`src/rtl/atpg_vector_engine.sv`:
```
// atpg_vector_engine: applies stored vectors to a fault-injectable DUT
// wrapper, compares responses with golden values and reports failures.
//
// Ports:
//   clk, rst                 clock, synchronous active-high reset
//   cfg_we/addr/vec/exp      vector + golden response memory write
//   num_vec, start           run length (clamped to DEPTH) and run request
//   fault_en/site/val_in     fault selection latched at start
//   dut_in, dut_out          registered vector out, DUT response in
//   fault_en/site/val        registered fault controls to the wrapper
//   busy, done, detected     run status; done is a one-cycle pulse
//   fail_count               mismatching vectors this run
//   first_fail_idx/resp      index and response of the first mismatch
module atpg_vector_engine #(
    parameter  int NUM_IN    = 5,
    parameter  int NUM_OUT   = 2,
    parameter  int DEPTH     = 16,
    parameter  int SETTLE    = 2,
    parameter  int NUM_SITES = 16,
    localparam int AW        = $clog2(DEPTH),
    localparam int SW        = $clog2(NUM_SITES)
) (
    input  logic               clk,
    input  logic               rst,
    input  logic               cfg_we,
    input  logic [AW-1:0]      cfg_addr,
    input  logic [NUM_IN-1:0]  cfg_vec,
    input  logic [NUM_OUT-1:0] cfg_exp,
    input  logic [AW:0]        num_vec,
    input  logic               start,
    input  logic               fault_en_in,
    input  logic [SW-1:0]      fault_site_in,
    input  logic               fault_val_in,
    output logic [NUM_IN-1:0]  dut_in,
    input  logic [NUM_OUT-1:0] dut_out,
    output logic               fault_en,
    output logic [SW-1:0]      fault_site,
    output logic               fault_val,
    output logic               busy,
    output logic               done,
    output logic               detected,
    output logic [AW:0]        fail_count,
    output logic [AW-1:0]      first_fail_idx,
    output logic [NUM_OUT-1:0] first_fail_resp
);

    localparam int CW = (SETTLE > 1) ? $clog2(SETTLE) : 1;

    typedef enum logic [2:0] {
        IDLE,
        APPLY,
        WAIT,
        CAPTURE,
        DONE
    } state_e;

    logic [NUM_IN-1:0]  vec_mem [DEPTH];
    logic [NUM_OUT-1:0] exp_mem [DEPTH];

    state_e             state_q;
    logic [AW:0]        count_q;
    logic [AW-1:0]      idx_q;
    logic [CW-1:0]      cnt_q;
    logic [NUM_IN-1:0]  dut_in_q;
    logic               fault_en_q;
    logic [SW-1:0]      fault_site_q;
    logic               fault_val_q;
    logic               busy_q;
    logic               done_q;
    logic               detected_q;
    logic [AW:0]        fail_count_q;
    logic [AW-1:0]      first_fail_idx_q;
    logic [NUM_OUT-1:0] first_fail_resp_q;

    logic [AW:0] num_clamp_d;
    logic        mismatch_d;
    logic        last_d;
    logic        cfg_ok_d;

    always_comb begin
        num_clamp_d = num_vec;
        if (num_vec > (AW+1)'(DEPTH)) begin
            num_clamp_d = (AW+1)'(DEPTH);
        end
        mismatch_d = (dut_out != exp_mem[idx_q]);
        last_d     = ({1'b0, idx_q} == count_q - 1'b1);
        // Memory is only writable while no run owns it.
        cfg_ok_d   = cfg_we && (state_q == IDLE || state_q == DONE);
    end

    always_ff @(posedge clk) begin
        if (cfg_ok_d) begin
            vec_mem[cfg_addr] <= cfg_vec;
            exp_mem[cfg_addr] <= cfg_exp;
        end
    end

    always_ff @(posedge clk) begin
        if (rst) begin
            state_q           <= IDLE;
            count_q           <= '0;
            idx_q             <= '0;
            cnt_q             <= '0;
            dut_in_q          <= '0;
            fault_en_q        <= 1'b0;
            fault_site_q      <= '0;
            fault_val_q       <= 1'b0;
            busy_q            <= 1'b0;
            done_q            <= 1'b0;
            detected_q        <= 1'b0;
            fail_count_q      <= '0;
            first_fail_idx_q  <= '0;
            first_fail_resp_q <= '0;
        end else begin
            done_q <= 1'b0;
            unique case (state_q)
                IDLE: begin
                    if (start) begin
                        count_q           <= num_clamp_d;
                        fault_en_q        <= fault_en_in;
                        fault_site_q      <= fault_site_in;
                        fault_val_q       <= fault_val_in;
                        fail_count_q      <= '0;
                        first_fail_idx_q  <= '0;
                        first_fail_resp_q <= '0;
                        detected_q        <= 1'b0;
                        idx_q             <= '0;
                        busy_q            <= 1'b1;
                        state_q           <= (num_clamp_d == '0) ? DONE : APPLY;
                    end
                end
                APPLY: begin
                    dut_in_q <= vec_mem[idx_q];
                    cnt_q    <= '0;
                    state_q  <= (SETTLE > 0) ? WAIT : CAPTURE;
                end
                WAIT: begin
                    if (int'(cnt_q) >= SETTLE - 1) begin
                        state_q <= CAPTURE;
                    end else begin
                        cnt_q <= cnt_q + 1'b1;
                    end
                end
                CAPTURE: begin
                    if (mismatch_d) begin
                        fail_count_q <= fail_count_q + 1'b1;
                        if (fail_count_q == '0) begin
                            first_fail_idx_q  <= idx_q;
                            first_fail_resp_q <= dut_out;
                        end
                    end
                    if (last_d) begin
                        state_q <= DONE;
                    end else begin
                        idx_q   <= idx_q + 1'b1;
                        state_q <= APPLY;
                    end
                end
                DONE: begin
                    done_q     <= 1'b1;
                    busy_q     <= 1'b0;
                    detected_q <= (fail_count_q != '0);
                    state_q    <= IDLE;
                end
                default: state_q <= IDLE;
            endcase
        end
    end

    assign dut_in          = dut_in_q;
    assign fault_en        = fault_en_q;
    assign fault_site      = fault_site_q;
    assign fault_val       = fault_val_q;
    assign busy            = busy_q;
    assign done            = done_q;
    assign detected        = detected_q;
    assign fail_count      = fail_count_q;
    assign first_fail_idx  = first_fail_idx_q;
    assign first_fail_resp = first_fail_resp_q;

endmodule

```
`config.mk`:
```
export PLATFORM = sky130hd
export DESIGN_NAME = atpg_vector_engine
export DESIGN_NICKNAME = d
export VERILOG_FILES = /design/src/rtl/atpg_vector_engine.sv
export SDC_FILE = /design/constraint.sdc
export NUM_CORES = 1
export LEC_CHECK = 0
export ABC_AREA = 0
export CORE_ASPECT_RATIO = 0.7
export CORE_MARGIN = 1
export CORE_UTILIZATION = 62
export DETAILED_ROUTE_END_ITERATION = 7
export PLACE_DENSITY = 0.95
export SYNTH_ARGS = -nofsm -noshare
export SYNTH_HDL_FRONTEND = slang
export SYNTH_SLANG_ARGS = --single-unit
```
`constraint.sdc`:
```
create_clock -name clk -period 4.8 [get_ports clk]
set_input_delay 0.48 -clock clk [delete_from_list [all_inputs] [get_ports clk]]
set_output_delay 0.48 -clock clk [all_outputs]
set_load 0.01 [all_outputs]
```
==> impl_metrics.env, run 1 <==
export IMPL_outcome="finished clean"
export IMPL_cts_tree="built"
export IMPL_clk_pin_slew_worst_paths_ps=60
export IMPL_period_share_pct=61.2
export IMPL_synth_area_leaders="edfxtp_1 53%, dfxtp_1 13%, mux4_2 9.9%"
export IMPL_synth_xor_area_share_pct=0.691
export IMPL_tightestPinTransition_ps=1040
export IMPL_yosysWarnings=0
export IMPL_syn_area_um2=6340
export IMPL_synth_top_family_by_area="multiplexers"
export IMPL_pin_count=53
export IMPL_cp_arrival_ps=3280
export IMPL_postCtsSetupBuffers=0
export IMPL_antenna_cells=0
export IMPL_end_kind="register"
export IMPL_power_total_mw=3.15
export IMPL_initial_core_util_pct=64.7
export IMPL_rows=30
export IMPL_async_flop_share_pct=0
export IMPL_crit_required_ps=5140
export IMPL_drive_above_1_share_pct=14.5
export IMPL_clk_latency_ps=420
export IMPL_drv_slew=0
export IMPL_nNetsFinal=514
export IMPL_min_path_type="register to register"
export IMPL_die_w_um=123
export IMPL_synthFlopType="edfxtp_1"
export IMPL_power_leakage_nw=2.45
export IMPL_fillCellCount=500
export IMPL_postSynthAreaPerCell_um2=14.9
export IMPL_fin_crit_ps=2940
export IMPL_skew_ps=8.55
export IMPL_syn_num_nets=459
export IMPL_ys_seq_area_share_pct=66.3
export IMPL_synth_top_area_cell="edfxtp_1"
export IMPL_synth_fa_ha_area_share_pct=0.789
export IMPL_clkSinkCount=154
export IMPL_ir_drop_uv=392
export IMPL_wirelength_um=15500
export IMPL_drtIter0Drc=583
export IMPL_cap_violations=0
export IMPL_crit_type="register to register"
export IMPL_yosysMostFrequentCell="edfxtp_1"
export IMPL_synth_cells=427
export IMPL_ys_ff_latch=154
export IMPL_grt_pass1_vias=4165
export IMPL_ctsLongestPathBuffers=2
export IMPL_grt_max_degree=34
export IMPL_max_freq_ghz=0.341
export IMPL_maxSlewHeadroom_pct=30.0
export IMPL_viasPerCell=6.66
export IMPL_area_growth_pct=20.1
export IMPL_ctsHoldBuffers=0
export IMPL_setup_tns_ps=0
export IMPL_power_density_cell_area_nw_per_um2=414
export IMPL_antenna_found_initial=0
export IMPL_drcViolationCount=0
export IMPL_cts_made_buffers=17
export IMPL_synth_compound_area_share_pct=4.93
export IMPL_root_buffer="clkbuf_16"
export IMPL_cp_start_kind="register"
export IMPL_synth_enable_flop_cells=112
export IMPL_critPathMaxFanout=11
export IMPL_wl_per_cell_um=24.9
export IMPL_cts_max_level=4
export IMPL_core_area_um2=9800
export IMPL_dp_hpwl_um=9800
export IMPL_vias=4148
export IMPL_ys_types=53
export IMPL_dr_pass1_iters=4
export IMPL_yosys_area_share_simple_pct=11.8
export IMPL_synth_top_cells_by_count="112 x edfxtp_1, 42 x dfxtp_1, 36 x nand2_1"
export IMPL_dieArea_um2=10600
export IMPL_die_y_um=86.6
export IMPL_setup_viol=0
export IMPL_port_buffers=52
export IMPL_post_cts_resized=0
export IMPL_grt_pass1_wl_um=23300
export IMPL_gp_congestion=0.833
export IMPL_grt_total_usage_pct=31.6
export IMPL_rsz0062_at_grt="no"
export IMPL_hold_start="fault_val"
export IMPL_yosys_mux_area_fraction_pct=13.5
export IMPL_synth_top_area_share_pct=53.0
export IMPL_ant_nets=0
export IMPL_hold_violations=0
export IMPL_overflow=0
-- sequential cells by signal (all words and copies together), names as in the netlist, named ones only --
signal	flops
vec_mem	80
exp_mem	32
count_q	5
dut_in	5
fail_count	5
fault_site	4
first_fail_idx	4
idx_q	4
state_q	3
first_fail_resp	2
busy	1
cnt_q	1
detected	1
done	1
fault_en	1
fault_val	1
-- routing by layer --
layer	wire length [um]	up-vias	GRT usage (%)
met5	0	-	0
met4	401	0	16.6
met3	1550	38	7.76
met2	7680	306	50.8
met1	5910	2034	40.3
li1	-	1770	-
-- cell families after synthesis --
group           Yosys count
xor+xnor                  5
compound gates           44
buf+inv                  30
flops                   154
simple gates            141
mux                      49
fa+ha+maj                 4
-- power breakdown --
part	internal [mW]	switching, mW
combinational	0.102	0.141
sequential	1.46	0.0279
clock	0.922	0.499
-- through the flow --
step	area [um^2]	util [%]	hold slack (ps)	worst slack, ps	std cells
CTS	7610	77.7	460	1870	623
floorplan	6340	-	445	2430	427
finish	7610	77.7	459	1860	623
global route	7610	77.7	476	1690	623
detailed placement	6980	71.3	450	1800	591
global placement	6980	71.3	444	2030	591
-- worst paths after layout --
kind / slack (ps) / cells past startpoint / endpoint
hold reg to reg: 460 / 2 / fault_val
setup / recovery: 1860 / 6 / first_fail_resp[1]
setup reg to reg: 1860 / 6 / first_fail_resp[1]
hold / removal: 460 / 2 / fault_val
-- layout by cell type, fill, tap and decap left out, types with 10 or more instances in the layout --
| master | n |
|---|---|
| edfxtp_1 | 112 |
| mux2i_1 | 19 |
| nor2_1 | 28 |
| dfxtp_1 | 42 |
| mux4_2 | 28 |
| nand2_1 | 36 |
| nand3_1 | 13 |
| clkbuf_16 | 17 |
| clkdlybuf4s50_1 | 52 |
| a21oi_1 | 17 |
| nor3_1 | 12 |
| nor2b_1 | 10 |
-- cell type report --
type	instances	area, um^2	share of cell area [%]
inverters	7	26.3	0.345
repair buffers	59	573	7.53
clock inverters	8	139	1.82
clock buffers	24	492	6.46
flip-flops and latches	154	4200	55.2
multi-input cells	243	2020	26.5
well taps	128	160	2.10
-- critical path, stage by stage (launching register included) --
cell and delay, ps:
dfxtp_1 650, mux4_1 640, and4_1 220, nor4_1 340, nand3_2 210, a211oi_4 540
mux2i_1 270
(Power assumes the default switching activity.)
==> run 2: changes to the inputs <==
- CORE_UTILIZATION: 62 -> 52
- PLACE_DENSITY: 0.95 -> 0.87
- clock period: 4.8 -> 2.45 ns (I/O delays scaled with it)
==> run 2 against run 1 <==
Effect of this change: sequential cell count is the same; count of clock-buffer cells in the layout shrank 5; clock skew shrank 0.74 ps; routed wire length shrank 6.4%; largest cell class unchanged.
==> impl_metrics.env, run 2 (synthesis gave the netlist of run 1 again) <==
export IMPL_outcome="finished clean"
export IMPL_cap_violations=0
export IMPL_final_common_cell="edfxtp_1"
export IMPL_power_density_cell_area_nw_per_um2=750
export IMPL_post_place_ws_ps=-74.8
export IMPL_drtIter0Drc=396
export IMPL_hold_violations=0
export IMPL_drv_slew=0
export IMPL_fillCellCount=775
export IMPL_power_total_mw=5.91
export IMPL_hold_path_endpoint="fault_site[2]"
export IMPL_ctsLongestPathBuffers=2
export IMPL_area_growth_pct=24.3
export IMPL_multiInputGateArea_um2=2040
export IMPL_antenna_cells=0
export IMPL_min_path_type="primary input to register"
export IMPL_cts_made_buffers=17
export IMPL_wl_per_cell_um=21.3
export IMPL_die_w_um=134
export IMPL_drcViolationCount=0
export IMPL_vias=4119
export IMPL_ctsHoldBuffers=0
export IMPL_final_setup_worst_slack_ps=77.1
export IMPL_cp_arrival_ps=2700
export IMPL_mostFrequentLayoutCells="112 x edfxtp_1, 52 x clkdlybuf4s50_1, 40 x dfxtp_1, 37 x buf_4, 36 x nand2_1"
export IMPL_antenna_found_initial=0
export IMPL_gp_congestion=0.844
export IMPL_setup_viol=0
export IMPL_wl_met1_um=6050
export IMPL_place_area_um2=7240
export IMPL_overflow=0
export IMPL_initial_core_util_pct=53.7
export IMPL_dr_pass1_iters=7
export IMPL_largest_register="vec_mem"
export IMPL_crit_required_ps=2780
export IMPL_clkSinkCount=154
export IMPL_highest_layer="met4"
export IMPL_root_buffer="clkbuf_16"
export IMPL_cts_max_level=4
export IMPL_fin_hold_ws_ps=391
export IMPL_crit_type="register to register"
export IMPL_hold_start="fault_site_in[2]"
export IMPL_viasPerCell=6.02
export IMPL_grt_pass1_wl_um=22400
export IMPL_critical_path_cell_chain="mux4_2 -> and4_1 -> nor4_2 -> nand3_2 -> a211oi_4 -> buf_6 -> mux2i_1"
export IMPL_core_area_um2=11800
export IMPL_rsz0062_at_grt="yes"
export IMPL_setup_tns_ps=0
export IMPL_slowest_delay_ps=520
export IMPL_grt_total_usage_pct=24.7
export IMPL_pin_count=53
export IMPL_rr_worst_depth=7
export IMPL_max_freq_ghz=0.421
export IMPL_dieArea_um2=12600
export IMPL_largestRegisters="vec_mem: 80 flops, exp_mem: 32 flops"
export IMPL_r2r_slack_ps=80
export IMPL_drive_above_1_share_pct=20.7
export IMPL_power_leakage_nw=2.58
export IMPL_ir_drop_uv=538
export IMPL_grt_pass1_vias=4056
export IMPL_min_path_cells=3
export IMPL_maxSlewHeadroom_pct=61.4
export IMPL_port_buffers=52
export IMPL_route_met3_wl_um=1050
export IMPL_met2_wirelength_um=7180
export IMPL_tightestPinTransition_ps=577
export IMPL_die_y_um=94.4
export IMPL_period_share_pct=96.9
export IMPL_stdcell_area_um2=7880
export IMPL_largest_reg_flops=80
export IMPL_rows=33
export IMPL_nNetsFinal=547
export IMPL_ant_nets=0
export IMPL_reg2reg_to="first_fail_idx[0]"
export IMPL_slowest_stage="mux4_2"
export IMPL_skew_ps=7.81
export IMPL_register_area_um2=4210
export IMPL_dp_hpwl_um=9400
export IMPL_cp_start_kind="register"
export IMPL_wirelength_um=14500
export IMPL_clk_pin_slew_worst_paths_ps=60
export IMPL_clk_latency_ps=410
export IMPL_end_kind="register"
export IMPL_critPathMaxFanout=7
export IMPL_cts_tree="built"
export IMPL_fin_crit_ps=2370
export IMPL_grt_max_degree=33
## run 2: critical path, delay by kind of cell, from the launching register on
| family | cells | cell delay [ps] |
|---|---|---|
| mux | 2 | 720 |
| flops | 1 | 370 |
| compound gates | 1 | 340 |
| buf+inv | 1 | 160 |
| simple gates | 3 | 700 |
## run 2: area by class of cell
| cell class | instances | area share (%) |
|---|---|---|
| Timing Repair Buffer | 92 | 10.8 |
| Tap cell | 157 | 2.49 |
| Sequential cell | 154 | 53.4 |
| Inverter | 7 | 0.333 |
| Multi-Input combinational cell | 243 | 25.9 |
| Clock inverter | 12 | 1.59 |
| Clock buffer | 19 | 5.49 |
## run 2: worst max path at each step
stage              from                end  slack (ps)  depth (start not counted)
6_report       register  first_fail_idx[0]          80                          7
5_1_grt        register  first_fail_idx[0]          -6                          7
4_1_cts        register  first_fail_idx[0]         0.4                          7
3_5_place_dp   register  first_fail_idx[3]         -70                          7
3_3_place_gp   register  first_fail_idx[3]          40                          7
2_1_floorplan  idx_q[0]          dut_in[0]          80                          6
## run 2: per-layer routing
layer / global-route usage [%] / up-vias
li1: - / 1835
met1: 32.9 / 2064
met2: 40.6 / 196
met3: 5.37 / 24
met4: 8.90 / 0
met5: 0 / -
## run 2: per-stage QoR
step	cells	util [%]
final	684	66.7
after global routing	684	66.7
after CTS	682	66.4
after detailed placement	646	61.3
after global placement	646	61.3
after floorplan	427	-
## run 2: power by group
group	switching [mW]	total [mW]	internal, mW	leakage (nW)
clock	0.995	2.48	1.49	0.259
combinational	0.286	0.523	0.237	0.972
sequential	0.0472	2.91	2.86	1.35
## run 2: repair_timing
item                       in CTS  in global routing
cloned                          0                  0
gates resized for setup         3                  5
pin swaps                       3                  3
setup buffers                   5                  2
setup endpoints to repair       7                 13
==> run 3: changes to the inputs <==
- CAP_MARGIN: not set -> 20
==> results of run 3 <==
Final layout, timing and power as in run 2 (identical DEF).
